## src/rtl/uart_pkg.sv

```systemverilog
// uart_pkg: shared constants and FSM encoding for the UART receive framer.
// Holds the 3-bit state encoding, the default bit period and the data width.
package uart_pkg;

    // 100 MHz system clock at 115200 baud
    localparam int DEF_CLKS_PER_BIT = 868;

    localparam int DATA_BITS = 8;

    typedef enum logic [2:0] {
        ARM    = 3'd0,
        IDLE   = 3'd1,
        START  = 3'd2,
        DATA   = 3'd3,
        PARITY = 3'd4,
        STOP   = 3'd5
    } state_t;

    // Even parity: the parity bit equals the XOR of the data bits
    function automatic logic even_parity(
        input logic [DATA_BITS-1:0] d
    );
        return ^d;
    endfunction

endpackage

```

## src/rtl/uart_bit_timer.sv

```systemverilog
// uart_bit_timer: bit-period divider for the UART receiver.
// Ports: clk, reset (sync, active-low), restart (zero the divider),
//        half_tick (ccnt at mid-bit), full_tick (ccnt at end of bit period).
module uart_bit_timer #(
    parameter int CLKS_PER_BIT = 868
) (
    input  logic clk,
    input  logic reset,
    input  logic restart,
    output logic half_tick,
    output logic full_tick
);

    localparam int W = (CLKS_PER_BIT > 2) ? $clog2(CLKS_PER_BIT) : 1;

    localparam logic [W-1:0] HALF = W'(CLKS_PER_BIT / 2 - 1);
    localparam logic [W-1:0] FULL = W'(CLKS_PER_BIT - 1);

    logic [W-1:0] r_ccnt;

    // Free-running modulo-CLKS_PER_BIT counter; the FSM re-phases it
    // through restart whenever a new alignment point is found.
    always_ff @(posedge clk) begin
        if (!reset) begin
            r_ccnt <= '0;
        end else if (restart || full_tick) begin
            r_ccnt <= '0;
        end else begin
            r_ccnt <= r_ccnt + 1'b1;
        end
    end

    assign half_tick = (r_ccnt == HALF);
    assign full_tick = (r_ccnt == FULL);

endmodule

```

## src/rtl/uart_rx_framer.sv

```systemverilog
// uart_rx_framer: UART receiver with line sync, mid-bit sampling,
// start/stop checks and a one-byte holding register with overrun flag.
// Ports: clk, reset (sync, active-low), rxd (async serial in),
//        rx_data/rx_valid/rx_ready (byte handshake),
//        frame_err/overrun (sticky), err_clr (clear pulse),
//        parity_err (sticky, only with UART_RX_PARITY_EN: 8E1 framing).
// Without UART_RX_PARITY_EN the framing is 8N1.
module uart_rx_framer
    import uart_pkg::*;
#(
    parameter int CLKS_PER_BIT = DEF_CLKS_PER_BIT,
    parameter int SYNC_STAGES  = 2
) (
    input  logic                 clk,
    input  logic                 reset,
    input  logic                 rxd,
    output logic [DATA_BITS-1:0] rx_data,
    output logic                 rx_valid,
    input  logic                 rx_ready,
    output logic                 frame_err,
    output logic                 overrun,
    input  logic                 err_clr
`ifdef UART_RX_PARITY_EN
    ,
    output logic                 parity_err
`endif
);

    localparam logic [3:0] LAST_BIT = 4'(DATA_BITS - 1);

    state_t                 r_state;
    logic [SYNC_STAGES-1:0] r_sync;
    logic [3:0]             r_bcnt;
    logic [DATA_BITS-1:0]   r_shift;
    logic [DATA_BITS-1:0]   r_data;
    logic                   r_valid;
    logic                   r_ferr;
    logic                   r_ovr;
`ifdef UART_RX_PARITY_EN
    logic                   r_perr;
`endif

    logic w_rxs;
    logic w_half;
    logic w_full;
    logic w_restart;
    logic w_accept;

    // Synchroniser resets to the idle level so a reset does not itself
    // look like a falling edge.
    always_ff @(posedge clk) begin
        if (!reset) begin
            r_sync <= '1;
        end else begin
            r_sync <= {r_sync[SYNC_STAGES-2:0], rxd};
        end
    end

    assign w_rxs = r_sync[SYNC_STAGES-1];

    // ARM/IDLE: a low line re-phases the divider, so in ARM full_tick
    // only fires after CLKS_PER_BIT consecutive high cycles, and in
    // IDLE the start bit is timed from its falling edge.
    // START: the centre of the start bit becomes the data bit phase.
    assign w_restart = ((r_state == ARM || r_state == IDLE) && !w_rxs)
                     || (r_state == START && w_half);

    assign w_accept = r_valid && rx_ready;

    uart_bit_timer #(
        .CLKS_PER_BIT(CLKS_PER_BIT)
    ) u_timer (
        .clk      (clk),
        .reset    (reset),
        .restart  (w_restart),
        .half_tick(w_half),
        .full_tick(w_full)
    );

    always_ff @(posedge clk) begin
        if (!reset) begin
            r_state <= ARM;
            r_bcnt  <= '0;
            r_shift <= '0;
            r_data  <= '0;
            r_valid <= 1'b0;
            r_ferr  <= 1'b0;
            r_ovr   <= 1'b0;
`ifdef UART_RX_PARITY_EN
            r_perr  <= 1'b0;
`endif
        end else begin
            // Clears come first so that a same-cycle error event below
            // overrides them.
            if (err_clr) begin
                r_ferr <= 1'b0;
                r_ovr  <= 1'b0;
`ifdef UART_RX_PARITY_EN
                r_perr <= 1'b0;
`endif
            end

            if (w_accept) begin
                r_valid <= 1'b0;
            end

            case (r_state)
                ARM: begin
                    if (w_rxs && w_full) begin
                        r_state <= IDLE;
                    end
                end

                IDLE: begin
                    if (!w_rxs) begin
                        r_state <= START;
                    end
                end

                START: begin
                    if (w_half) begin
                        if (w_rxs) begin
                            r_state <= IDLE;
                        end else begin
                            r_bcnt  <= '0;
                            r_state <= DATA;
                        end
                    end
                end

                DATA: begin
                    if (w_full) begin
                        r_shift[r_bcnt[2:0]] <= w_rxs;
                        r_bcnt <= r_bcnt + 4'd1;
                        if (r_bcnt == LAST_BIT) begin
`ifdef UART_RX_PARITY_EN
                            r_state <= PARITY;
`else
                            r_state <= STOP;
`endif
                        end
                    end
                end

`ifdef UART_RX_PARITY_EN
                PARITY: begin
                    if (w_full) begin
                        if (w_rxs != even_parity(r_shift)) begin
                            r_perr <= 1'b1;
                        end
                        r_state <= STOP;
                    end
                end
`endif

                STOP: begin
                    if (w_full) begin
                        if (w_rxs) begin
                            // A byte consumed this same cycle frees the
                            // holding register, so that is not overrun.
                            if (!r_valid || w_accept) begin
                                r_data  <= r_shift;
                                r_valid <= 1'b1;
                            end else begin
                                r_ovr <= 1'b1;
                            end
                            r_state <= IDLE;
                        end else begin
                            // Bad stop bit: we may be misaligned, so wait
                            // for a full idle bit before hunting again.
                            r_ferr  <= 1'b1;
                            r_state <= ARM;
                        end
                    end
                end

                default: begin
                    r_state <= ARM;
                end
            endcase
        end
    end

    assign rx_data   = r_data;
    assign rx_valid  = r_valid;
    assign frame_err = r_ferr;
    assign overrun   = r_ovr;
`ifdef UART_RX_PARITY_EN
    assign parity_err = r_perr;
`endif

endmodule

```

## config.mk

```make
export PLATFORM = sky130hd
export DESIGN_NAME = uart_rx_framer
export DESIGN_NICKNAME = d
export VERILOG_FILES = /design/src/rtl/uart_pkg.sv /design/src/rtl/uart_bit_timer.sv /design/src/rtl/uart_rx_framer.sv
export SDC_FILE = /design/constraint.sdc
export NUM_CORES = 1
export LEC_CHECK = 0
export CAP_MARGIN = 20
export CORE_ASPECT_RATIO = 1.5
export CORE_UTILIZATION = 50
export CTS_CLUSTER_SIZE = 40
export DETAILED_ROUTE_END_ITERATION = 8
export PLACE_DENSITY_LB_ADDON = 0.12
export SLEW_MARGIN = 10
export SYNTH_ARGS = -nofsm -noshare
export SYNTH_HDL_FRONTEND = slang
export SYNTH_HIERARCHICAL = 1
export SYNTH_SLANG_ARGS = --single-unit
```

## constraint.sdc

```tcl
create_clock -name clk -period 3.3 [get_ports clk]
set_input_delay 0.66 -clock clk [delete_from_list [all_inputs] [get_ports clk]]
set_output_delay 0.66 -clock clk [all_outputs]
set_load 0.03 [all_outputs]
```

==> qor.txt <==
Outcome = complete, no violations
Final period util = 70.3%
GRT Util Overall = 19.3%
Layout Skew = 0.00562 ns
Io pins = 16
Netlist cell types = 39
Worst IR drop on VDD = 0.000342 V
Hold buffer count at CTS = 0
Synthesized area per cell = 8.74 sq um
Clock-pin slew on the worst setup and hold paths = 0.07 ns
H-tree depth = 2
Pwr dens = 446 nW/um^2
Pin count of the biggest net entering global routing = 19
Worst Path Max Fanout = 16
Die Y = 73.3 um
Area grow syn2layout = 16.4%
Gr ovfl total = 0
Die width = 49.5 um
Unrepaired setup endpoints after global routing = no
#FFs+latches synth = 38
Vias per cell = 5.66
DR iter-0 viols = 30
Vias = 1410
CTS tree = built
Final setup vio count = 0
First-pass GRT wire length = 5410 um
Hold Vio Cnt, Final = 0
Initial Util = 53.1%
Initial antenna violation count = 0
Crit path arrival time = 2.47 ns
Fmax = 431 MHz
GPL Wtd Cong = 0.768
Core area = 3190 sq um
Max_cap viols = 0
Vias in the first global route = 1317
Worst setup EP type = register
Static Leak = 0.669 nW
Met1 usage = 19.8%
Nets = 216
Num rows = 25
Slew Limit Fails = 0
Skew-Pair Late Insertion Delay = 0.28 ns
# diodes = 0
Mapped Cells = 194
DPL Wire Length = 2360 um
Layout cell share with drive strength beyond 1 = 6.70%
Post-route minimum period = 2.32 ns
Post-Syn Area = 1700 sq um
Crit Path Class = register to register
CP Data Required Time = 3.45 ns
Root Buffer = clkbuf_8
1st-pass router iterations = 4
Reg2Reg Setup Slack = 0.98 ns
Die area = 3630 sq um
Design Power = 0.000880 W
CTS Buf Count = 5
PortBufs = 15
Synthesis Warnings = 6
Met3 usage = 5.80%
Kind of path behind the tightest hold check = register to register
Post-CTS Repair Setup Buffers = 0
Synth Net Count = 202
Setup TNS = 0 ns
Gr busiest metal = met2
Post-Route WL = 3180 um
Post-CTS resize count = 0
Max-slew headroom = 59.1%
Post-synthesis sequential area ratio = 44.9%
Worst-Margin Slew = 0.611 ns
Clock sinks = 38
Clock Path Buffers = 2
M2 GR Usage = 35.7%
Post-route DRC = 0
CP Launch Type = register
ANT nets after route = 0
DR WL/cell = 12.8 um
-- cell families after synthesis --
kind of cell | count (synthesis) | share of synthesized area, %
mux | 8 | 4.72
buf+inv | 17 | 4.58
simple gates | 84 | 26.2
fa+ha+maj | 3 | 2.21
compound gates | 39 | 14.8
flops | 38 | 44.9
xor+xnor | 5 | 2.58
-- flip-flops by register name, summed over array words and instances (netlist names) --
signal and flops:
frame_err 1, overrun 1, r_bcnt 4, r_shift 8, r_state 3, r_sync 2, rx_data 8, rx_valid 1
u_timer/r_ccnt 10
-- metal layers --
metal	wire [um]	up-vias	part of all wire (%)
met5	0	-	0
met3	108	8	3.4
li1	-	709	-
met1	1350	672	42
met4	63	0	2.0
met2	1660	21	52
-- power by group --
part / internal [W] / leakage (nW) / switching (W) / total (W)
logic: 0.0000121 / 0.312 / 0.0000146 / 0.0000267
clock network: 0.000225 / 0.0504 / 0.000161 / 0.000386
registers: 0.000462 / 0.307 / 0.00000514 / 0.000468
-- Yosys cell counts, drive strengths merged --
| master | count | area [sq um] |
|---|---|---|
| a22oi | 1 | 7.51 |
| buf | 5 | 31.3 |
| dfxtp | 38 | 761 |
| and4b | 2 | 20.0 |
| o31ai | 1 | 7.51 |
| o21bai | 1 | 7.51 |
| nand4 | 3 | 18.8 |
| nand3 | 15 | 75.1 |
| xor2 | 1 | 8.76 |
| a2111oi | 1 | 8.76 |
| nor2 | 14 | 52.6 |
| a31oi | 2 | 12.5 |
| o211a | 1 | 10.0 |
| xnor2 | 4 | 35.0 |
| mux2i | 8 | 80.1 |
| or3b | 2 | 22.5 |
| or4 | 1 | 7.51 |
| nor2b | 5 | 31.3 |
| and3 | 1 | 6.26 |
| o22ai | 3 | 18.8 |
| nor3b | 2 | 15.0 |
| a21oi | 11 | 55.1 |
| ha | 3 | 37.5 |
| nand2b | 6 | 37.5 |
| a211oi | 1 | 12.5 |
| a221oi | 1 | 8.76 |
| nand2 | 20 | 75.1 |
| nand3b | 1 | 7.51 |
| o21ai | 15 | 75.1 |
| and2 | 2 | 12.5 |
| o41ai | 1 | 27.5 |
| inv | 7 | 26.3 |
| nand4b | 1 | 8.76 |
| or3 | 4 | 25.0 |
| clkbuf | 5 | 20.0 |
| nor4 | 3 | 18.8 |
| nor3 | 2 | 10.0 |
-- metrics by stage --
step	std cells	util, %	cell area, sq um	worst slack, ns	hold slack (ns)
after floorplan	194	-	1700	0.999	0.386
after global placement	241	58.3	1860	1.05	0.393
after detailed placement	241	58.3	1860	1.00	0.396
after CTS	249	61.8	1970	0.970	0.417
after global routing	249	61.8	1970	0.684	0.455
final	249	61.8	1970	0.979	0.414
-- layout make-up --
class | instances | area (sq um)
timing repair buffer | 17 | 165
inverter | 7 | 26.3
fill | 290 | 1220
clock buffer | 5 | 68.8
sequential | 38 | 761
multi-input combinational | 139 | 857
tap | 40 | 50.0
clock inverter | 3 | 45.0
-- cell usage in the layout, fill, tap and decap left out, types with 5 or more instances in the layout --
cell / Yosys / routed
clkbuf_8: 0 / 5
nor2b_1: 5 / 5
nor2_1: 14 / 14
dfxtp_1: 38 / 38
a21oi_1: 11 / 11
nand2_1: 20 / 20
mux2i_1: 8 / 8
nand2b_1: 6 / 6
nand3_1: 15 / 15
o21ai_0: 15 / 15
clkdlybuf4s50_1: 0 / 15
inv_1: 7 / 7
-- path summary, 6_finish.rpt --
kind                     startpoint          to  depth (start not counted)
setup / recovery  u_timer/r_ccnt[0]  rx_data[1]                          8
hold reg to reg           r_sync[0]   r_sync[1]                          1
setup reg to reg  u_timer/r_ccnt[0]  rx_data[1]                          8
hold / removal            r_sync[0]   r_sync[1]                          1
-- critical path, cell delays in order, from the launching register on --
cell	delay, ns
dfxtp_1	0.40
ha_1	0.23
nand4_1	0.20
nor4_1	0.22
buf_4	0.20
and4b_1	0.25
nand3_1	0.37
nand3_1	0.21
o21ai_0	0.10
(Power assumes the default switching activity.)
